[config.mk]
export PLATFORM = sky130hd
export DESIGN_NAME = alu_seq_ctrl
export DESIGN_NICKNAME = d
export VERILOG_FILES = /design/src/rtl/alu_seq_ctrl.sv
export SDC_FILE = /design/constraint.sdc
export NUM_CORES = 1
export LEC_CHECK = 0
export CORE_MARGIN = 3
export CORE_UTILIZATION = 40
export DETAILED_ROUTE_END_ITERATION = 8
export GPL_TIMING_DRIVEN = 0
export HOLD_SLACK_MARGIN = 0.06
export PLACE_DENSITY = 0.7
export SETUP_SLACK_MARGIN = 0.15
export SLEW_MARGIN = 5
export SYNTH_ARGS = -nofsm -noshare
export SYNTH_HDL_FRONTEND = slang
export SYNTH_SLANG_ARGS = --single-unit
export TNS_END_PERCENT = 20
[constraint.sdc]
create_clock -name clk -period 2.3 [get_ports clk]
set_clock_uncertainty 0.2 [all_clocks]
set_input_delay 0.46 -clock clk [delete_from_list [all_inputs] [get_ports clk]]
set_output_delay 0.46 -clock clk [all_outputs]
set_load 0.05 [all_outputs]
[src/rtl/alu_seq_ctrl.sv]
// ---------------------------------------------------------------------------
// alu_seq_ctrl
//
// Purpose:
//   Sequences one 2*N-bit ADD/SUB/AND/OR operation over an external N-bit
//   combinational ALU in two passes, low word first and then high word.
//   The carry out of the low pass is fed back as carry-in for the high pass.
//   Handshake: a request is taken in IDLE. The result is then presented in
//   DONE until the consumer accepts it.
//
// Ports:
//   clk          in   1      clock, all state on rising edge
//   reset_n      in   1      asynchronous active-low reset
//   req_valid    in   1      request present
//   req_ready    out  1      controller idle, can take a request
//   op           in   2      00 ADD, 01 SUB, 10 AND, 11 OR
//   opa, opb     in   2N     operands
//   resp_valid   out  1      result available
//   resp_ready   in   1      consumer accepts result
//   res          out  2N     result
//   flags        out  4      {n,z,c,v}
//   alu_a, alu_b out  N      ALU operands
//   alu_ctl      out  3      000 ADD, 001 SUB, 010 AND, 011 OR, 100 ADC
//   alu_carry    out  1      ALU carry-in (used by ADC)
//   alu_result   in   N      ALU result
//   alu_n/z/c/v  in   1      ALU flags
// ---------------------------------------------------------------------------
module alu_seq_ctrl #(
   parameter int N = 32
) (
   input  logic           clk,
   input  logic           reset_n,
   input  logic           req_valid,
   output logic           req_ready,
   input  logic [1:0]     op,
   input  logic [2*N-1:0] opa,
   input  logic [2*N-1:0] opb,
   output logic           resp_valid,
   input  logic           resp_ready,
   output logic [2*N-1:0] res,
   output logic [3:0]     flags,
   output logic [N-1:0]   alu_a,
   output logic [N-1:0]   alu_b,
   output logic [2:0]     alu_ctl,
   output logic           alu_carry,
   input  logic [N-1:0]   alu_result,
   input  logic           alu_n,
   input  logic           alu_z,
   input  logic           alu_c,
   input  logic           alu_v
);

   typedef enum logic [1:0] {
      IDLE = 2'b00,
      LO   = 2'b01,
      HI   = 2'b10,
      DONE = 2'b11
   } state_t;

   localparam logic [1:0] OP_ADD = 2'b00;
   localparam logic [1:0] OP_SUB = 2'b01;
   localparam logic [1:0] OP_AND = 2'b10;
   localparam logic [1:0] OP_OR  = 2'b11;

   localparam logic [2:0] CTL_AND = 3'b010;
   localparam logic [2:0] CTL_OR  = 3'b011;
   localparam logic [2:0] CTL_ADC = 3'b100;

   state_t         state_q, state_d;
   logic [1:0]     op_q;
   logic [2*N-1:0] opa_q;
   logic [2*N-1:0] opb_q;
   logic [N-1:0]   resLo_q;
   logic           zLo_q;
   logic           cLo_q;
   logic [2*N-1:0] res_q;
   logic [3:0]     flags_q;

   logic [N-1:0]   wordA;
   logic [N-1:0]   wordB;
   logic           isArith;

   assign isArith = (op_q == OP_ADD) || (op_q == OP_SUB);

   // Next-state and ALU drive.
   // The ALU operands stay at zero outside the two compute passes.
   // SUB is done as a + ~b + carry. The low pass injects the +1, and the
   // high pass chains the low-pass carry, which gives C=1 for "no borrow".
   always_comb begin
      state_d    = state_q;
      req_ready  = 1'b0;
      resp_valid = 1'b0;
      alu_a      = '0;
      alu_b      = '0;
      alu_ctl    = 3'b000;
      alu_carry  = 1'b0;
      wordA      = '0;
      wordB      = '0;

      case (state_q)
         IDLE: begin
            req_ready = 1'b1;
            if (req_valid) begin
               state_d = LO;
            end
         end
         LO: begin
            wordA   = opa_q[N-1:0];
            wordB   = opb_q[N-1:0];
            state_d = HI;
         end
         HI: begin
            wordA   = opa_q[2*N-1:N];
            wordB   = opb_q[2*N-1:N];
            state_d = DONE;
         end
         DONE: begin
            resp_valid = 1'b1;
            if (resp_ready) begin
               state_d = IDLE;
            end
         end
         default: begin
            state_d = IDLE;
         end
      endcase

      if ((state_q == LO) || (state_q == HI)) begin
         alu_a = wordA;
         case (op_q)
            OP_ADD: begin
               alu_ctl   = CTL_ADC;
               alu_b     = wordB;
               alu_carry = (state_q == LO) ? 1'b0 : cLo_q;
            end
            OP_SUB: begin
               alu_ctl   = CTL_ADC;
               alu_b     = ~wordB;
               alu_carry = (state_q == LO) ? 1'b1 : cLo_q;
            end
            OP_AND: begin
               alu_ctl = CTL_AND;
               alu_b   = wordB;
            end
            default: begin
               alu_ctl = CTL_OR;
               alu_b   = wordB;
            end
         endcase
      end
   end

   // State, operand capture and result registers.
   // The low word is kept internally and only lands on res together with
   // the high word. This way res and flags change only on the edge that
   // leaves HI, and a reset in LO/HI never exposes a partial result.
   always_ff @(posedge clk or negedge reset_n) begin
      if (!reset_n) begin
         state_q <= IDLE;
         op_q    <= '0;
         opa_q   <= '0;
         opb_q   <= '0;
         resLo_q <= '0;
         zLo_q   <= 1'b0;
         cLo_q   <= 1'b0;
         res_q   <= '0;
         flags_q <= '0;
      end else begin
         state_q <= state_d;
         case (state_q)
            IDLE: begin
               if (req_valid) begin
                  op_q  <= op;
                  opa_q <= opa;
                  opb_q <= opb;
               end
            end
            LO: begin
               resLo_q <= alu_result;
               zLo_q   <= alu_z;
               cLo_q   <= alu_c;
            end
            HI: begin
               res_q   <= {alu_result, resLo_q};
               flags_q <= {alu_n,
                           zLo_q & alu_z,
                           isArith & alu_c,
                           isArith & alu_v};
            end
            default: begin
            end
         endcase
      end
   end

   assign res   = res_q;
   assign flags = flags_q;

endmodule

==> results.ini, run 1 <==
[die]
core_um2=25300
start_util_pct=40.9
die-area_um2=27900
die_height_um=167
dieWidth_um=167
ioPinCount=308
rows=58

[logic_synthesis]
netlist_instances=671
ys_seq_elements=234
seq_area_frac_synth_pct=56.5
ys_types=22
syn_area_per_cell_um2=15.4
syn_nets=846
yosys_warnings=0
syn_area_um2=10400

[timing]
slew-limit-headroom_pct=61.5
clock.fmax_ghz=0.340
period_needed_ps=2940
setup_slack_ps=-638
finalCritPeriodShare_pct=128
finalHoldViolCount=0
rsz0062_at_grt=true
setup_viol=69
drv_slew=0
tightest_slew_ps=579

[global_route]
grt_max_degree=111
grt-ovfl-total=0
grt_pass1_vias=7589
grtUsageTotal_pct=20.0
grt_pass1_wl_um=44700
antenna_found_initial=2

[critical_path]
r2r_slack_ps=310
cp_num_buf_inv=4
cpPeakStageDelay_ps=420
cp_max_fo=6
rr_worst_depth=8
cpLargestDelayFamily=buffers and inverters
end_kind=output pin
reg2reg_to=state_q[0]$_DFFE_PN0P_
start_kind=flip-flop
cp_slowest_cell=dfrtp_1
path_class=flip-flop to output pin
cp_data_required_time_ps=1640
worstPathArrival_ps=2280
r2r_start=state_q[0]$_DFFE_PN0P_
crit_top_cell=buf_6
worstPathCellList=buf_6 > ha_4 > buf_12 > clkbuf_16 > a22oi_2 > mux2i_4 > buf_6

[cts]
cts_sinks=234
htree_levels=1
cts_buffer_depth=3
clock_latency_ps=520
cts_tree=yes
cts_root_buffer=clkbuf_16
cts-buffers-inserted=27
clk_pin_slew_ps=60

[run_status]
violations=setup timing
outcome=finished with violations

[detailed_routing]
drt_iter0_drc=297
vias=6964
via_per_inst=5.02
postRouteAntennaNets=0
drc=0
drt-wirelength-per-cell_um=20.5
firstDrtPassIters=4
routed_wl_um=28400

[cells_and_area]
drive_gt1_share_pct=51.8
syn_to_final_growth_pct=58.4
fin_nets=1211

[placement]
gp_congestion=0.764
io_buffer_count=307
dp_hpwl_um=19500
pre_cts_slack_ps=-1100

[worst_hold_path]
min-delay-path-class=input pin to async pin

[flow_run]
cap_violations=0

## logic make-up (layout without fill, tap and decap cells)
logic type / count (synthesis) / count (layout) / share of synthesized area, %
muxes: 263 / 263 / 31.8
DFF: 234 / 234 / 56.5
AOI/OAI and AO/OA: 70 / 70 / 4.97
buffers and inverters: 57 / 442 / 3.60
and+or+nand+nor: 42 / 42 / 2.51
adders and majority gates: 5 / 5 / 0.604
other: 0 / 2 / 0
## state kept, by name, summed over array words and instances, names as in the netlist
signal	count
res	64
flags	4
state_q	2
zLo_q	1
op_q	2
opb_q	64
resLo_q	32
opa_q	64
cLo_q	1
## synth_stat cells
cell | count | share of area (%)
dfrtp_1 | 234 | 57
mux2_2 | 130 | 14
mux2_4 | 100 | 14
a22oi_1 | 64 | 4.6
nor2b_1 | 34 | 2.1
mux2i_1 | 33 | 3.2
buf_2 | 25 | 1.2
buf_6 | 14 | 1.5
inv_1 | 7 | 0.25
buf_4 | 6 | 0.43
clkbuf_1 | 5 | 0.18
ha_1 | 5 | 0.60
o21ai_0 | 3 | 0.14
nand2_1 | 2 | 0.072
nand3b_1 | 2 | 0.14
a21oi_1 | 1 | 0.048
and2_1 | 1 | 0.060
and2b_1 | 1 | 0.072
and3_1 | 1 | 0.060
nand3_1 | 1 | 0.048
o21ai_1 | 1 | 0.048
o32a_1 | 1 | 0.097
## worst register-to-register path, delay by kind of cell, from the launching register on
family	cells	cell delay (ps)
buffers and inverters	6	760
DFF	1	400
adders and majority gates	1	160
AOI/OAI and AO/OA	1	340
## metrics by stage
stage	std cells	instance area, um2	hold WS (ps)	TNS (ps)	util (%)
6_report	1388	16400	176	-32020	64.8
3_3_place_gp	1308	14500	280	-2353240	57.2
4_1_cts	1379	16100	144	-37940	63.5
2_1_floorplan	671	11000	-35.6	-7440	-
5_1_grt	1388	16400	179	-37860	64.8
3_5_place_dp	1310	14500	114	-56050	57.4
## per-layer routing
layer  wire length [um]  vias to the layer above  share of wire, %  track usage [%]
met3               1850                       48               6.5             4.77
met2              14200                      222                50             34.0
li1                   -                     3153                 -                -
met4                843                        0               3.0             6.13
met5                  0                        -                 0                0
met1              11500                     3541                40             25.5
## repair_timing
item	4_1_cts	5_1_grt
hold buffers	1	0
endpoints found under the hold margin	133	0
setup endpoints to repair	138	73
pin swaps	11	12
buffers inserted	14	5
gates resized for setup	588	112
cloned	5	2
## worst max-delay path by stage
stage,from,to,slack [ps],cells after the start
floorplan,state_q[0]$_DFFE_PN0P_,alu_b[10],-140,7
global placement,reset_n,opb_q[10]$_DFFE_PN0P_,-9850,1
detailed placement,state_q[1]$_DFFE_PN0P_,alu_b[10],-1100,7
CTS,state_q[0]$_DFFE_PN0P_,alu_b[21],-680,8
global route,state_q[0]$_DFFE_PN0P_,alu_b[21],-720,8
finish,state_q[0]$_DFFE_PN0P_,alu_b[10],-640,7
## layout by cell type, fill, tap and decap left out, types with 5 or more instances in the layout
cell type	instances
dfrtp_1	233
clkdlybuf4s50_1	168
mux2_2	130
mux2_4	100
buf_6	88
dlygate4sd2_1	64
a22oi_2	52
mux2i_4	32
clkbuf_16	32
buf_4	16
nor2b_4	14
buf_12	13
nor2b_2	13
a22oi_1	12
clkbuf_8	11
buf_2	10
buf_8	7
nor2b_1	7
inv_1	5
buf_16	5
## final cells by class
cell class | count | area (um2)
well taps | 330 | 413
clock inverters | 10 | 161
clock buffers | 39 | 821
flip-flops and latches | 234 | 5860
inverters | 7 | 28.8
multi-input cells | 380 | 4990
diodes | 2 | 5.00
repair buffers | 336 | 3500
plain buffers | 50 | 633
fillers | 1871 | 8910
Power of run 1 is left out: the tool's default activity adds up to more than one toggle a clock period on the data nets, which glitch-free logic cannot reach.
==> run 2, diff against run 1 <==
--- a/config.mk
+++ b/config.mk
@@ -5,7 +5,7 @@
 export SDC_FILE = /design/constraint.sdc
 export NUM_CORES = 1
 export LEC_CHECK = 0
-export CORE_MARGIN = 3
+export CORE_MARGIN = 2
 export CORE_UTILIZATION = 40
 export DETAILED_ROUTE_END_ITERATION = 8
 export GPL_TIMING_DRIVEN = 0
==> constraint.sdc (replaced) <==
create_clock -name clk -period 3.4 [get_ports clk]
set_clock_uncertainty 0.2 [all_clocks]
set_input_delay 0.68 -clock clk [delete_from_list [all_inputs] [get_ports clk]]
set_output_delay 0.68 -clock clk [all_outputs]
set_load 0.05 [all_outputs]
==> results.ini, run 2 (same netlist as run 1, synthesis figures left out) <==
[run_status]
outcome=complete, no violations

[flow_run]
cap_violations=0  ; unchanged

[cts]
clock_latency_ps=520  ; about the same
cts_sinks=234  ; unchanged
htree_levels=1  ; unchanged
cts_root_buffer=clkbuf_16
cts_tree=yes
clk_pin_slew_ps=60  ; about the same
cts-buffers-inserted=26  ; -3.7%
cts_buffer_depth=3  ; unchanged

[placement]
gp_congestion=0.800  ; +4.7%
dp_cells=1310  ; unchanged
io_buffer_count=307  ; unchanged
dp_hpwl_um=18800  ; -3.3%

[cells_and_area]
drive_gt1_share_pct=42.3  ; -9.5 points
final_cell_mix=clkdlybuf4s50_1 (238), dfrtp_1 (234), mux2_2 (130)
syn_to_final_growth_pct=45.2
nFillCells=2000  ; +6.9%
fin_nets=1188  ; -1.9%
layout_commonest_cell=clkdlybuf4s50_1
antennaDiodeCount=0  ; -2
fin_cells=1363  ; -1.8%

[detailed_routing]
drt-wirelength-per-cell_um=19.5  ; -4.6%
via_per_inst=4.96  ; -1.1%
firstDrtPassIters=4  ; unchanged
drt_iter0_drc=332  ; +12%
drc=0  ; unchanged
routed_wl_um=26600  ; -6.3%
vias=6766  ; -2.8%
postRouteAntennaNets=0  ; unchanged

[global_route]
grt_pass1_wl_um=40000  ; -10%
antenna_found_initial=0  ; -2
grt-ovfl-total=0  ; unchanged
grtUsageTotal_pct=19.1  ; -0.90 points
grt_pass1_vias=7144  ; -5.9%
grt_max_degree=116  ; +4.5%

[critical_path]
worstPathCellList=buf_4 > ha_1 > buf_6 > buf_8 > buf_8 > a22oi_2 > mux2i_2 > buf_6
cpPeakStageDelay_ps=380  ; -40 ps
worstPathArrival_ps=2370  ; +90 ps
end_kind=output pin
start_kind=flip-flop
cp_data_required_time_ps=2520  ; +880 ps
cp_num_buf_inv=5  ; +1
cpLargestDelayFamily=buffers and inverters
cp_slowest_cell=dfrtp_1
path_class=flip-flop to output pin
cp_max_fo=10  ; +4

[die]
dieWidth_um=165  ; -1.2%
ioPinCount=308  ; unchanged
die-area_um2=27200  ; -2.4%
die_height_um=165  ; -1.2%
rows=58  ; unchanged
core_um2=25300  ; unchanged
start_util_pct=40.9  ; unchanged

[timing]
period_needed_ps=3250
slew-limit-headroom_pct=59.8  ; -1.7 points
finalCritPeriodShare_pct=95.5
drv_slew=0  ; unchanged
setup_viol=0  ; -100%
clock.fmax_ghz=0.308
tightest_slew_ps=603  ; +23.4 ps
finalHoldViolCount=0  ; unchanged
whs_ps=294  ; +118 ps
rsz0062_at_grt=true

[worst_hold_path]
min-delay-path-class=flip-flop to flip-flop

-- run 2: changes by cell type in the layout (fill, tap and decap cells not counted), sizes merged, moves of 3 or more --
cell / delta
clkbuf: +10
clkinv: +4
clkdlybuf4s15: +3
dlygate4sd2: -63
clkdlybuf4s50: +70
clkinvlp: -3
buf: -49
clkdlybuf4s18: +3
-- run 2: path summary, 6_finish.rpt --
kind,slack (ps),to,cells after the start,startpoint
worst max-delay path,150,alu_b[25],8,state_q[1]$_DFFE_PN0P_
worst min-delay path,290,res[20]$_DFFE_PN0N_,1,resLo_q[20]$_DFFE_PN0N_
worst max register to register,1410,opb_q[58]$_DFFE_PN0P_,6,state_q[0]$_DFFE_PN0P_
worst min register to register,290,res[20]$_DFFE_PN0N_,1,resLo_q[20]$_DFFE_PN0N_
max in group asynchronous,1870,opa_q[15]$_DFFE_PN0P_,3,reset_n
min in group asynchronous,350,res[37]$_DFFE_PN0N_,2,reset_n
-- run 2: timing repair --
| action | 4_1_cts | 5_1_grt |
|---|---|---|
| endpoints found under the setup margin | 68 | 67 |
| pin swaps | 1 | 10 |
| resized for setup | 290 | 132 |
| buffers inserted | 3 | 1 |
| hold buffers | 1 | 0 |
| gates cloned | 0 | 0 |
| hold endpoints to repair | 7 | 0 |
-- run 2: worst register-to-register path, cell delays in order (launching register included) --
cell	delay (ps)
dfrtp_1	380
inv_1	80
ha_1	240
nand2_1	180
buf_6	230
buf_6	230
mux2_4	330
-- run 2: through the flow --
stage          area (um2)  TNS (ps)  util, %  setup slack, ps
2_1_floorplan       10400         0        -             22.7
3_5_place_dp        13900     -2530     54.9             -151
6_report            15000         0     59.4              152
5_1_grt             15000         0     59.4             2.06
3_3_place_gp        13800  -2044040     54.7            -8750
4_1_cts             14900         0     58.9             27.2
-- run 2: area by class of cell --
class	count	area (um2)	share of cell area, %
timing repair buffer	314	3040	20.2
tap	330	413	2.74
clock inverter	12	196	1.31
buffer	50	439	2.92
inverter	7	26.3	0.175
clock buffer	36	749	4.98
sequential	234	5860	38.9
multi-input combinational	380	4330	28.8
-- run 2: layer usage --
layer	share of wire [%]	wire [um]	track usage, %
met1	44	11700	25.9
met2	48	12700	31.2
met3	5.7	1530	3.97
met4	2.7	711	5.49
met5	0	0	0
Power of run 2 is left out for the same reason.
